### src/rtl/apb_rr_master.sv
// Round-robin arbiter sharing one APB3 master port among NIN requesters.
// Every output is a flop; the granted requester's payload is captured at grant
// and held on the bus until the slave completes the access.
`timescale 1ns/1ps
module apb_rr_master #(
  parameter int unsigned NIN = 2,
  parameter int unsigned AW  = 32,
  parameter int unsigned DW  = 32
) (
  input  logic                  PCLK,
  input  logic                  PRESETn,
  input  logic [NIN-1:0]        i_req,
  input  logic [NIN*AW-1:0]     i_addr,
  input  logic [NIN-1:0]        i_write,
  input  logic [NIN*DW-1:0]     i_wdata,
  input  logic [NIN*DW/8-1:0]   i_wstrb,
  input  logic [NIN*3-1:0]      i_prot,
  output logic [NIN-1:0]        o_ack,
  output logic [DW-1:0]         o_rdata,
  output logic                  o_err,
  output logic [NIN-1:0]        o_grant,
  output logic                  PSEL,
  output logic                  PENABLE,
  output logic                  PWRITE,
  output logic [AW-1:0]         PADDR,
  output logic [DW-1:0]         PWDATA,
  output logic [DW/8-1:0]       PWSTRB,
  output logic [2:0]            PPROT,
  input  logic                  PREADY,
  input  logic                  PSLVERR,
  input  logic [DW-1:0]         PRDATA
);

  localparam int unsigned SW = DW / 8;
  localparam int unsigned PW = (NIN > 1) ? $clog2(NIN) : 1;

  typedef enum logic [1:0] {
    IDLE,
    SETUP,
    ACCESS
  } state_e;

  state_e         state_q, state_d;
  logic [PW-1:0]  last_q, last_d;
  logic           psel_q, psel_d;
  logic           penable_q, penable_d;
  logic           pwrite_q, pwrite_d;
  logic [AW-1:0]  paddr_q, paddr_d;
  logic [DW-1:0]  pwdata_q, pwdata_d;
  logic [SW-1:0]  pwstrb_q, pwstrb_d;
  logic [2:0]     pprot_q, pprot_d;
  logic [NIN-1:0] grant_q, grant_d;
  logic [NIN-1:0] ack_q, ack_d;
  logic [DW-1:0]  rdata_q, rdata_d;
  logic           err_q, err_d;

  logic [NIN-1:0] elig;
  logic           pick_vld;
  int unsigned    pick_n;
  int unsigned    cand;

  // Round-robin pick: first eligible requester searching upward from last+1,
  // masking any requester whose ack is currently on the output.
  always_comb begin
    elig     = i_req & ~ack_q;
    pick_vld = 1'b0;
    pick_n   = 0;
    cand     = 0;
    for (int unsigned k = 1; k <= NIN; k++) begin
      cand = (32'(last_q) + k) % NIN;
      if (!pick_vld && elig[cand]) begin
        pick_vld = 1'b1;
        pick_n   = cand;
      end
    end
  end

  // Next-state and registered-output logic for the setup/access sequencing.
  always_comb begin
    state_d   = state_q;
    last_d    = last_q;
    psel_d    = psel_q;
    penable_d = penable_q;
    pwrite_d  = pwrite_q;
    paddr_d   = paddr_q;
    pwdata_d  = pwdata_q;
    pwstrb_d  = pwstrb_q;
    pprot_d   = pprot_q;
    grant_d   = grant_q;
    ack_d     = '0;
    rdata_d   = '0;
    err_d     = 1'b0;
    unique case (state_q)
      IDLE: begin
        psel_d    = 1'b0;
        penable_d = 1'b0;
        if (pick_vld) begin
          paddr_d          = i_addr[pick_n*AW +: AW];
          pwrite_d         = i_write[pick_n];
          pwdata_d         = i_wdata[pick_n*DW +: DW];
          pwstrb_d         = i_write[pick_n] ? i_wstrb[pick_n*SW +: SW] : '0;
          pprot_d          = i_prot[pick_n*3 +: 3];
          psel_d           = 1'b1;
          grant_d          = '0;
          grant_d[pick_n]  = 1'b1;
          last_d           = PW'(pick_n);
          state_d          = SETUP;
        end
      end
      SETUP: begin
        penable_d = 1'b1;
        state_d   = ACCESS;
      end
      ACCESS: begin
        if (PREADY) begin
          ack_d     = grant_q;
          rdata_d   = pwrite_q ? '0 : PRDATA;
          err_d     = PSLVERR;
          psel_d    = 1'b0;
          penable_d = 1'b0;
          grant_d   = '0;
          state_d   = IDLE;
        end
      end
      default: state_d = IDLE;
    endcase
  end

  // State and output registers; reset aborts any transfer in flight.
  always_ff @(posedge PCLK or negedge PRESETn) begin
    if (!PRESETn) begin
      state_q   <= IDLE;
      last_q    <= PW'(NIN - 1);
      psel_q    <= 1'b0;
      penable_q <= 1'b0;
      pwrite_q  <= 1'b0;
      paddr_q   <= '0;
      pwdata_q  <= '0;
      pwstrb_q  <= '0;
      pprot_q   <= '0;
      grant_q   <= '0;
      ack_q     <= '0;
      rdata_q   <= '0;
      err_q     <= 1'b0;
    end else begin
      state_q   <= state_d;
      last_q    <= last_d;
      psel_q    <= psel_d;
      penable_q <= penable_d;
      pwrite_q  <= pwrite_d;
      paddr_q   <= paddr_d;
      pwdata_q  <= pwdata_d;
      pwstrb_q  <= pwstrb_d;
      pprot_q   <= pprot_d;
      grant_q   <= grant_d;
      ack_q     <= ack_d;
      rdata_q   <= rdata_d;
      err_q     <= err_d;
    end
  end

  assign PSEL    = psel_q;
  assign PENABLE = penable_q;
  assign PWRITE  = pwrite_q;
  assign PADDR   = paddr_q;
  assign PWDATA  = pwdata_q;
  assign PWSTRB  = pwstrb_q;
  assign PPROT   = pprot_q;
  assign o_grant = grant_q;
  assign o_ack   = ack_q;
  assign o_rdata = rdata_q;
  assign o_err   = err_q;

endmodule

### config.mk
export PLATFORM = sky130hd
export DESIGN_NAME = apb_rr_master
export DESIGN_NICKNAME = d
export VERILOG_FILES = /design/src/rtl/apb_rr_master.sv
export SDC_FILE = /design/constraint.sdc
export NUM_CORES = 1
export LEC_CHECK = 0
export ABC_AREA = 1
export ABC_CLOCK_PERIOD_IN_PS = 4010
export CAP_MARGIN = 10
export CORE_ASPECT_RATIO = 0.5
export CORE_UTILIZATION = 24
export CTS_BUF_LIST = sky130_fd_sc_hd__clkbuf_4 sky130_fd_sc_hd__clkbuf_8
export CTS_CLUSTER_SIZE = 25
export DETAILED_ROUTE_END_ITERATION = 12
export PLACE_DENSITY = 0.66
export SYNTH_ARGS = -nofsm -noshare
export SYNTH_HDL_FRONTEND = slang
export SYNTH_SLANG_ARGS = --single-unit
### constraint.sdc
create_clock -name PCLK -period 4.01 [get_ports PCLK]
set_input_delay 0.802 -clock PCLK [delete_from_list [all_inputs] [get_ports PCLK]]
set_output_delay 0.802 -clock PCLK [all_outputs]
set_load 0.01 [all_outputs]
==> metrics.csv <==
metric;value;unit
fin_nets;1079;
ys_seq_area_frac;0.518;
setup_viol;0;
drcViolationCount;0;
grt_start_max_net_pins;141;
holdBufCountCts;0;
num_rows;38;
ant_nets;0;
period_minus_slack;2.37;ns
start_util;0.249;
critPathKind;reg2out;
rsz0062_at_grt;no;
wl_per_cell;13.9;microns
worstPathArrival;1.57;ns
yosysWarnings;0;
vias_per_cell;4.08;
drv_slew;0;
required;3.21;ns
hpwl;12.5;mm
worstPathCellList;clkdlybuf4s50_1;
syn_area;5510;sq um
maxCapViolCount;0;
area_growth;62.9;%
die_area;23600;sq um
cellPowerDensity;611;nW/um^2
fin_setup_tns;0;ns
cp_num_buf_inv;1;
n_fill_cell;2182;
skew;0.0101;ns
wl;16.9;mm
ys_ff_latch;114;
slowest_stage;clkdlybuf4s50_1;
fin_total_pwr;5.49;mW
grt_pass1_vias;5169;
cts_buffers;17;
cts_max_path_buffers;2;
die_width;216;microns
fmax;422;MHz
drive_gt1_frac;0.117;
cts.htree.levels;4;
drt_iter0_markers;225;
antenna_found_initial;1;
power_leakage;4.42;nW
slowest_delay;0.63;ns
overflow;0;
crit_family;buffers and inverters;
clockRootBuffer;clkbuf_8;
hold_path.class;in2async;
grt_first_pass_wirelength;26.0;mm
post-route-period-util;0.591;
worstPathMaxFanout;3;
ctsResizeCount;0;
fp.dieH;109;microns
ir_drop;0.000271;V
startpoint_type;register;
endpoint_kind;output port;
insertion_delay;0.47;ns
io_buffers;292;
slew_headroom;0.340;
firstDrtPassIters;4;
worst_pin_slew;0.990;ns
core_area;22100;sq um
clk_pin_slew;0.07;ns
ys_types;21;
synth.avg_cell_area;8.98;sq um
cts.sinks;114;
cts_setup_buffers;0;
io_pins;293;
postSynthCellCount;614;
place_congestion;0.792;
grt_use_total;0.146;
cts_tree;built;
outcome;finished, final reports clean;
hold_viol_final;0;
synth_nets;796;
routed-via-count;4934;
[state kept, by name, summed over array words and instances (netlist names)]
name     flops
PADDR       32
PENABLE      1
PPROT        3
PSEL         1
PWDATA      32
PWRITE       1
PWSTRB       4
last_q       1
o_ack        2
o_err        1
o_grant      2
o_rdata     32
state_q      2
[report_power, final]
| group | switching [mW] | internal, mW | total, mW |
|---|---|---|---|
| Combinational | 1.32 | 1.25 | 2.57 |
| Sequential | 0.231 | 1.59 | 1.83 |
| Clock | 0.485 | 0.607 | 1.09 |
| Total | 2.03 | 3.46 | 5.49 |
[per-layer routing]
layer,global-route usage,share of wire
met1,0.149,0.39
met2,0.269,0.53
met3,0.0499,0.048
met4,0.0704,0.027
met5,0,0
[synth_stat cells (all sizes together)]
master	instances	area, sq um
clkbuf	3	11.3
nor2	37	155
o21ai	5	25.0
nand3	15	85.1
dfstp	1	26.3
o211ai	67	798
a21oi	1	8.76
inv	109	409
dfrtp	113	2830
buf	31	287
nand2	232	881
[cell families after synthesis]
kind of cell / share of synthesized area
simple gates: 0.203
buf+inv: 0.128
flops: 0.518
compound gates: 0.151
[through the flow]
stage	worst slack [ns]	instances	hold WS, ns	area, sq um	utilization
final	1.64	1209	0.466	8980	0.406
after global routing	1.46	1208	0.502	8980	0.406
after CTS	1.58	1208	0.471	8980	0.406
after floorplan	2.40	614	0.441	5510	-
after global placement	1.22	1178	0.461	8590	0.388
after detailed placement	1.15	1178	0.464	8590	0.388
[cell type report]
type                            instances  area (sq um)  share of cell area
Timing Repair Buffer                  298          2980               0.331
Clock inverter                          9           106              0.0118
Tap cell                              300           375              0.0418
Clock buffer                           21           289              0.0322
Antenna cell                            1          2.50            0.000279
Inverter                              109           409              0.0455
Sequential cell                       114          2850               0.318
Multi-Input combinational cell        357          1970               0.219
[cells in the final DEF, fill, tap and decap left out, types with 2 or more instances in the layout]
master           Yosys  layout
clkbuf_8             0      21
clkinvlp_4           0       3
buf_4                4       6
clkinv_2             0       3
bufinv_16            0       2
nand3_2              2       2
dfrtp_1            113     113
o211ai_1             8       8
nand2_1            230     230
clkdlybuf4s50_1      0     291
nand3_1             13      13
inv_1              106     106
nor2_1              36      36
o21ai_1              2       2
o21ai_0              3       3
o211ai_2            59      59
inv_2                3       3
[path summary, 6_finish.rpt]
check                           slack [ns]  cells after the start          end  startpoint
worst max register to register        1.97                      6    PWSTRB[2]      last_q
max in group asynchronous             2.72                      2       last_q     PRESETn
worst min-delay path                  0.47                      1  o_rdata[10]     PRESETn
worst min register to register        0.48                      1      PENABLE  state_q[1]
worst max-delay path                  1.64                      1     o_ack[1]    o_ack[1]
min in group PCLK                     0.48                      1      PENABLE  state_q[1]
Note: power is estimated with default switching activity, not from simulation.
